File: src/rtl/ni_pkg.sv
// Flit layout shared by router and network interface.
// A flit is {dest, src, data}, most significant field first.
package ni_pkg;

    localparam int NI_DATA_W = 32;
    localparam int NI_ADDR_W = 2;
    localparam int FLIT_W    = NI_DATA_W + 2 * NI_ADDR_W;

    localparam int DATA_LSB  = 0;
    localparam int DATA_MSB  = NI_DATA_W - 1;
    localparam int SRC_LSB   = NI_DATA_W;
    localparam int SRC_MSB   = NI_DATA_W + NI_ADDR_W - 1;
    localparam int DEST_LSB  = NI_DATA_W + NI_ADDR_W;
    localparam int DEST_MSB  = FLIT_W - 1;

endpackage

File: src/rtl/ni_proc_port_if.sv
// Processor-side and router-side signals of the NI port.
// slave: the NI itself; master: the processor/router environment.
interface ni_proc_port_if
    import ni_pkg::*;
#(
    parameter int DATA_W = NI_DATA_W,
    parameter int ADDR_W = NI_ADDR_W
) ();

    localparam int FW = DATA_W + 2 * ADDR_W;

    logic              proc_valid;
    logic [DATA_W-1:0] proc_data;
    logic [ADDR_W-1:0] dest_add;
    logic              mips_ni;
    logic              data_valid;
    logic [DATA_W-1:0] data_out;
    logic [ADDR_W-1:0] src_out;
    logic              reg_en;
    logic [FW-1:0]     flit_out;
    logic              flit_out_valid;
    logic              flit_out_ready;
    logic [FW-1:0]     flit_in;
    logic              flit_in_valid;
    logic              flit_in_ready;
    logic              err_misroute;
    logic [15:0]       tx_cnt;
    logic [15:0]       rx_cnt;

    modport slave (
        input  proc_valid, proc_data, dest_add, reg_en,
               flit_out_ready, flit_in, flit_in_valid,
        output mips_ni, data_valid, data_out, src_out,
               flit_out, flit_out_valid, flit_in_ready,
               err_misroute, tx_cnt, rx_cnt
    );

    modport master (
        output proc_valid, proc_data, dest_add, reg_en,
               flit_out_ready, flit_in, flit_in_valid,
        input  mips_ni, data_valid, data_out, src_out,
               flit_out, flit_out_valid, flit_in_ready,
               err_misroute, tx_cnt, rx_cnt
    );

endinterface

File: src/rtl/ni_sync_fifo.sv
// Single-clock FIFO with registered occupancy count.
// Full blocks push even when a pop happens in the same cycle.
module ni_sync_fifo #(
    parameter int WIDTH = 8,
    parameter int DEPTH = 4
) (
    input  logic             clk,
    input  logic             rst_n,
    input  logic             push,
    input  logic [WIDTH-1:0] push_data,
    input  logic             pop,
    output logic [WIDTH-1:0] head,
    output logic             full,
    output logic             empty
);

    localparam int PTR_W = $clog2(DEPTH);
    localparam int CNT_W = PTR_W + 1;

    logic [WIDTH-1:0] mem [DEPTH];
    logic [PTR_W-1:0] wr_ptr;
    logic [PTR_W-1:0] rd_ptr;
    logic [CNT_W-1:0] count;
    logic             do_push;
    logic             do_pop;

    assign full    = (count == CNT_W'(DEPTH));
    assign empty   = (count == '0);
    assign do_push = push & ~full;
    assign do_pop  = pop & ~empty;
    assign head    = empty ? '0 : mem[rd_ptr];

    // Storage write; contents are don't-care while empty, so no reset.
    always_ff @(posedge clk) begin
        if (do_push) mem[wr_ptr] <= push_data;
    end

    // Pointer and occupancy tracking.
    always_ff @(posedge clk or negedge rst_n) begin
        if (!rst_n) begin
            wr_ptr <= '0;
            rd_ptr <= '0;
            count  <= '0;
        end else begin
            if (do_push) wr_ptr <= wr_ptr + 1'b1;
            if (do_pop)  rd_ptr <= rd_ptr + 1'b1;
            if (do_push && !do_pop)      count <= count + 1'b1;
            else if (do_pop && !do_push) count <= count - 1'b1;
        end
    end

endmodule

File: src/rtl/ni_proc_port.sv
// NI side of the processor handshake: TX FIFO building single-flit
// packets toward the router, RX FIFO delivering local flits to the core.
module ni_proc_port
    import ni_pkg::*;
#(
    parameter int DATA_W  = NI_DATA_W,
    parameter int ADDR_W  = NI_ADDR_W,
    parameter int NODE_ID = 0,
    parameter int DEPTH   = 4
) (
    input logic            clk,
    input logic            rst_n,
    ni_proc_port_if.slave  bus
);

    localparam int FW     = DATA_W + 2 * ADDR_W;
    localparam int RX_W   = DATA_W + ADDR_W;
    localparam logic [ADDR_W-1:0] ME = ADDR_W'(NODE_ID);

    logic            tx_full, tx_empty, tx_push, tx_pop;
    logic [FW-1:0]   tx_head;
    logic            rx_full, rx_empty, rx_accept, rx_push, rx_pop;
    logic [RX_W-1:0] rx_head;
    logic [ADDR_W-1:0] in_dest;

    assign tx_push   = bus.proc_valid & ~tx_full;
    assign tx_pop    = bus.flit_out_ready & ~tx_empty;
    assign in_dest   = bus.flit_in[FW-1 -: ADDR_W];
    assign rx_accept = bus.flit_in_valid & ~rx_full;
    assign rx_push   = rx_accept & (in_dest == ME);
    assign rx_pop    = bus.reg_en & ~rx_empty;

    assign bus.mips_ni        = ~tx_full;
    assign bus.flit_out_valid = ~tx_empty;
    assign bus.flit_out       = tx_head;
    assign bus.flit_in_ready  = ~rx_full;
    assign bus.data_valid     = ~rx_empty;
    assign bus.data_out       = rx_head[DATA_W-1:0];
    assign bus.src_out        = rx_head[RX_W-1 -: ADDR_W];

    ni_sync_fifo #(.WIDTH(FW), .DEPTH(DEPTH)) u_tx_fifo (
        .clk       (clk),
        .rst_n     (rst_n),
        .push      (tx_push),
        .push_data ({bus.dest_add, ME, bus.proc_data}),
        .pop       (tx_pop),
        .head      (tx_head),
        .full      (tx_full),
        .empty     (tx_empty)
    );

    // Only {src, data} is kept on RX; dest is known to be this node.
    ni_sync_fifo #(.WIDTH(RX_W), .DEPTH(DEPTH)) u_rx_fifo (
        .clk       (clk),
        .rst_n     (rst_n),
        .push      (rx_push),
        .push_data (bus.flit_in[RX_W-1:0]),
        .pop       (rx_pop),
        .head      (rx_head),
        .full      (rx_full),
        .empty     (rx_empty)
    );

    // Sticky misroute flag and wrapping transfer counters.
    always_ff @(posedge clk or negedge rst_n) begin
        if (!rst_n) begin
            bus.err_misroute <= 1'b0;
            bus.tx_cnt       <= '0;
            bus.rx_cnt       <= '0;
        end else begin
            if (rx_accept && (in_dest != ME)) bus.err_misroute <= 1'b1;
            if (tx_pop) bus.tx_cnt <= bus.tx_cnt + 16'd1;
            if (rx_pop) bus.rx_cnt <= bus.rx_cnt + 16'd1;
        end
    end

endmodule

File: src/flat_wrapper.sv
// flat-port wrapper written by rule: the top's interface ports become plain ports
module ni_proc_port_flat import ni_pkg::*;
#(
    parameter int DATA_W  = NI_DATA_W,
    parameter int ADDR_W  = NI_ADDR_W,
    parameter int NODE_ID = 0,
    parameter int DEPTH   = 4
)
  (clk, rst_n, bus_proc_valid, bus_proc_data, bus_dest_add, bus_reg_en, bus_flit_out_ready, bus_flit_in, bus_flit_in_valid, bus_mips_ni, bus_data_valid, bus_data_out, bus_src_out, bus_flit_out, bus_flit_out_valid, bus_flit_in_ready, bus_err_misroute, bus_tx_cnt, bus_rx_cnt);
  ni_proc_port_if #(.DATA_W(DATA_W), .ADDR_W(ADDR_W)) bus_i ();
  input logic clk;
  input logic rst_n;
  input wire logic [$bits(bus_i.proc_valid)-1:0] bus_proc_valid;
  input wire logic [$bits(bus_i.proc_data)-1:0] bus_proc_data;
  input wire logic [$bits(bus_i.dest_add)-1:0] bus_dest_add;
  input wire logic [$bits(bus_i.reg_en)-1:0] bus_reg_en;
  input wire logic [$bits(bus_i.flit_out_ready)-1:0] bus_flit_out_ready;
  input wire logic [$bits(bus_i.flit_in)-1:0] bus_flit_in;
  input wire logic [$bits(bus_i.flit_in_valid)-1:0] bus_flit_in_valid;
  output wire logic [$bits(bus_i.mips_ni)-1:0] bus_mips_ni;
  output wire logic [$bits(bus_i.data_valid)-1:0] bus_data_valid;
  output wire logic [$bits(bus_i.data_out)-1:0] bus_data_out;
  output wire logic [$bits(bus_i.src_out)-1:0] bus_src_out;
  output wire logic [$bits(bus_i.flit_out)-1:0] bus_flit_out;
  output wire logic [$bits(bus_i.flit_out_valid)-1:0] bus_flit_out_valid;
  output wire logic [$bits(bus_i.flit_in_ready)-1:0] bus_flit_in_ready;
  output wire logic [$bits(bus_i.err_misroute)-1:0] bus_err_misroute;
  output wire logic [$bits(bus_i.tx_cnt)-1:0] bus_tx_cnt;
  output wire logic [$bits(bus_i.rx_cnt)-1:0] bus_rx_cnt;
  assign bus_i.proc_valid = bus_proc_valid;
  assign bus_i.proc_data = bus_proc_data;
  assign bus_i.dest_add = bus_dest_add;
  assign bus_i.reg_en = bus_reg_en;
  assign bus_i.flit_out_ready = bus_flit_out_ready;
  assign bus_i.flit_in = bus_flit_in;
  assign bus_i.flit_in_valid = bus_flit_in_valid;
  assign bus_mips_ni = bus_i.mips_ni;
  assign bus_data_valid = bus_i.data_valid;
  assign bus_data_out = bus_i.data_out;
  assign bus_src_out = bus_i.src_out;
  assign bus_flit_out = bus_i.flit_out;
  assign bus_flit_out_valid = bus_i.flit_out_valid;
  assign bus_flit_in_ready = bus_i.flit_in_ready;
  assign bus_err_misroute = bus_i.err_misroute;
  assign bus_tx_cnt = bus_i.tx_cnt;
  assign bus_rx_cnt = bus_i.rx_cnt;
  ni_proc_port #(.DATA_W(DATA_W), .ADDR_W(ADDR_W), .NODE_ID(NODE_ID), .DEPTH(DEPTH)) u_core (.clk(clk), .rst_n(rst_n), .bus(bus_i));
endmodule
File: config.mk
export PLATFORM = sky130hd
export DESIGN_NAME = ni_proc_port_flat
export DESIGN_NICKNAME = d
export VERILOG_FILES = /design/src/rtl/ni_pkg.sv /design/src/rtl/ni_proc_port_if.sv /design/src/rtl/ni_sync_fifo.sv /design/src/rtl/ni_proc_port.sv /design/src/flat_wrapper.sv
export SDC_FILE = /design/constraint.sdc
export NUM_CORES = 1
export LEC_CHECK = 0
export BUFFER_PORTS_ARGS = -buffer_cell sky130_fd_sc_hd__buf_2
export CORE_ASPECT_RATIO = 0.9
export CORE_MARGIN = 1.5
export CORE_UTILIZATION = 61
export DETAILED_ROUTE_END_ITERATION = 8
export PLACE_DENSITY = 0.9
export REMOVE_ABC_BUFFERS = 1
export SYNTH_ARGS = -nofsm -noshare
export SYNTH_HDL_FRONTEND = slang
export SYNTH_SLANG_ARGS = --single-unit
File: constraint.sdc
create_clock -name clk -period 4 [get_ports clk]
set_input_delay 0.6 -clock clk [delete_from_list [all_inputs] [get_ports clk]]
set_output_delay 0.6 -clock clk [all_outputs]
set_load 0.05 [all_outputs]
==> flow_summary.json <==
{
  "final_common_cell": "edfxtp_1",
  "synth_area_leaders": "edfxtp_1, mux4_2, dfrtp_1, nor2b_1, and2_1",
  "maxSlewViolCount": 0,
  "finalSetupTns_ns": 0,
  "clock_sinks": 319,
  "hold_ws_ns": 0.2420,
  "area_growth_pct": 16.35,
  "fp.coreArea_um2": 20110,
  "cts_hold_buf": 0,
  "slew_headroom": 0.3151,
  "layout_setup_ws_ns": 0.7661,
  "power_density_nw_per_um2": 823.4,
  "fillers": 1188,
  "clock_latency_ns": 0.53,
  "initial_core_util": 0.6279,
  "ys_warn_count": 0,
  "wire_per_inst_um": 20.77,
  "start_kind": "register",
  "critical_path.startpoint": "u_core.u_tx_fifo.rd_ptr[0]",
  "synth_area_um2": 12630,
  "crit_slowest_cell": "dfrtp_2",
  "drtAntennaViolNets": 0,
  "yosysTopAreaCellShare": 0.6469,
  "syn-mean-instance-area_um2": 19.76,
  "cp.arrival_ns": 2.63,
  "yosysTopAreaCell": "edfxtp_1",
  "min_path_type": "in2async",
  "die_area_um2": 21570,
  "max_stage_delay_ns": 0.82,
  "status": "complete, no violations",
  "dr.pass1.iters": 4,
  "setup_viol": 0,
  "fp-row-count": 49,
  "nNetsFinal": 926,
  "utilization": 0.7305,
  "drv_cap": 0,
  "finalWirelength_um": 23290,
  "boundaryPins": 183,
  "htreeDepth": 1,
  "cpLargestDelayFamily": "flip-flops",
  "dp_slack_ns": 1.292,
  "path_cells": "buf_4 -> mux4_2 -> and2_1 -> buf_2",
  "layout_common_cells": "edfxtp_1, buf_2, mux4_2",
  "postCtsSetupRepairBufs": 0,
  "seq_area_frac_synth": 0.7401,
  "dr.first_iter.drc_count": 364,
  "total_power_w": 0.01210,
  "grt_overflow": 0,
  "fp.dieW_um": 154.7,
  "globalRouteTotalUtil": 0.2183,
  "grt_pass1_wl_um": 35910,
  "grt_pass1_vias": 6597,
  "dp_hpwl_um": 14200,
  "place.gp.congestion": 0.8381,
  "r2r_start": "u_core.u_rx_fifo.count[0]",
  "crit_type": "reg2out",
  "clk_pin_slew_ns": 0.06,
  "drc": 0,
  "critPathRequiredTime_ns": 3.40,
  "ys_ff_latch": 319,
  "ir_drop_mv": 0.5580,
  "async_flop_share": 0.1473,
  "grt_max_degree": 48,
  "antenna_found_initial": 6,
  "layout-drive-gt1-share": 0.3698,
  "postCtsResizedCells": 0,
  "timing.fmax_mhz": 309.2,
  "clockRootBuffer": "clkbuf_16",
  "synth_edf_count": 272,
  "vias_per_cell": 5.679,
  "synth_cell_type_count": 39,
  "cts_buffers": 30,
  "finalCriticalPeriod_ns": 3.234,
  "crit_fanout": 21,
  "cellLeakagePower_nw": 5.463,
  "path_buf_inv": 2,
  "min_period_over_period": 0.8085,
  "ys.flop_type": "edfxtp_1",
  "numPortBuffers": 180,
  "setup.worst_path.end_class": "output port",
  "vias": 6366,
  "cts_tree": "yes",
  "die_y_um": 139.5,
  "rsz0062_at_grt": "no",
  "worstMarginPinSlew_ns": 1.027,
  "syn_inst": 639,
  "hold_violations": 0,
  "finalClockSkew_ns": 0.009243,
  "clockBufferDepth": 3
}
==> logic make-up (layout without fill, tap and decap cells) <==
group / after synthesis / in the layout / share of synthesized area
AOI/OAI and AO/OA: 3 / 3 / 0.002081
buffers and inverters: 40 / 260 / 0.01853
xor gates and xnor gates: 42 / 42 / 0.02913
other: 1 / 8 / 0.0002970
muxes: 72 / 72 / 0.1252
and+or+nand+nor: 148 / 148 / 0.06967
DFF: 319 / 319 / 0.7401
adders and majority gates: 14 / 14 / 0.01506
==> registers in the layout, summed over array words and instances, names as in the netlist <==
name                     count
u_core.bus.err_misroute      1
u_core.bus.rx_cnt           16
u_core.bus.tx_cnt           16
u_core.u_rx_fifo.count       3
u_core.u_rx_fifo.mem       136
u_core.u_rx_fifo.rd_ptr      2
u_core.u_rx_fifo.wr_ptr      2
u_core.u_tx_fifo.count       3
u_core.u_tx_fifo.mem       136
u_core.u_tx_fifo.rd_ptr      2
u_core.u_tx_fifo.wr_ptr      2
==> layer usage <==
metal | vias up | track usage | wire [um]
li1 | 2871 | - | -
met1 | 3238 | 0.3026 | 9671
met2 | 205 | 0.3528 | 11610
met3 | 50 | 0.04391 | 1322
met4 | 2 | 0.07642 | 665
met5 | - | 0 | 13
==> metrics by stage <==
step | std cells | area, um2
3_3_place_gp | 1059 | 13770
5_1_grt | 1119 | 14690
6_report | 1121 | 14690
2_1_floorplan | 613 | 12440
3_5_place_dp | 1059 | 13770
4_1_cts | 1115 | 14680
==> final cells by class <==
class	count	area (um2)	area share
Tap cell	255	319.1	0.02172
Multi-Input combinational cell	281	3058	0.2082
Sequential cell	319	9346	0.6362
Clock buffer	43	850.8	0.05792
Antenna cell	6	15.01	0.001022
Inverter	13	48.80	0.003322
Clock inverter	13	56.30	0.003833
Timing Repair Buffer	191	996.0	0.06780
==> synthesized netlist by cell type, drive strengths merged (5+ instances only) <==
cell,number
edfxtp,272
mux4,68
dfrtp,47
and2,40
nor2b,36
xnor2,22
buf,21
xor2,20
nand2,19
nor2,14
inv,13
ha,12
nand3,10
nand4,8
and3,7
clkbuf,6
nor3,5
==> power by group <==
part,switching (W),total [W],internal [W]
logic,0.00335,0.00494,0.00159
registers,0.000417,0.00457,0.00415
clock network,0.00112,0.00259,0.00147
==> final timing paths <==
| kind | end | slack, ns | depth (start not counted) |
|---|---|---|---|
| setup / recovery | bus_flit_out[30] | 0.77 | 4 |
| hold / removal | u_core.u_tx_fifo.wr_ptr[0] | 0.24 | 1 |
| setup reg to reg | u_core.u_rx_fifo.mem[3][33] | 1.72 | 4 |
| hold reg to reg | u_core.bus.tx_cnt[15] | 0.48 | 1 |
| max in group asynchronous | u_core.u_rx_fifo.rd_ptr[0] | 3.05 | 1 |
| min in group clk | u_core.u_rx_fifo.mem[2][21] | 0.28 | 1 |
==> worst reg2reg max path, cell delays in order (launching register included) <==
cell and delay [ns]:
dfrtp_1 0.49, or3b_1 0.20, nand2_2 0.08, nor3_4 0.28, and2_2 0.83
Power figures use the tool's default switching activity.
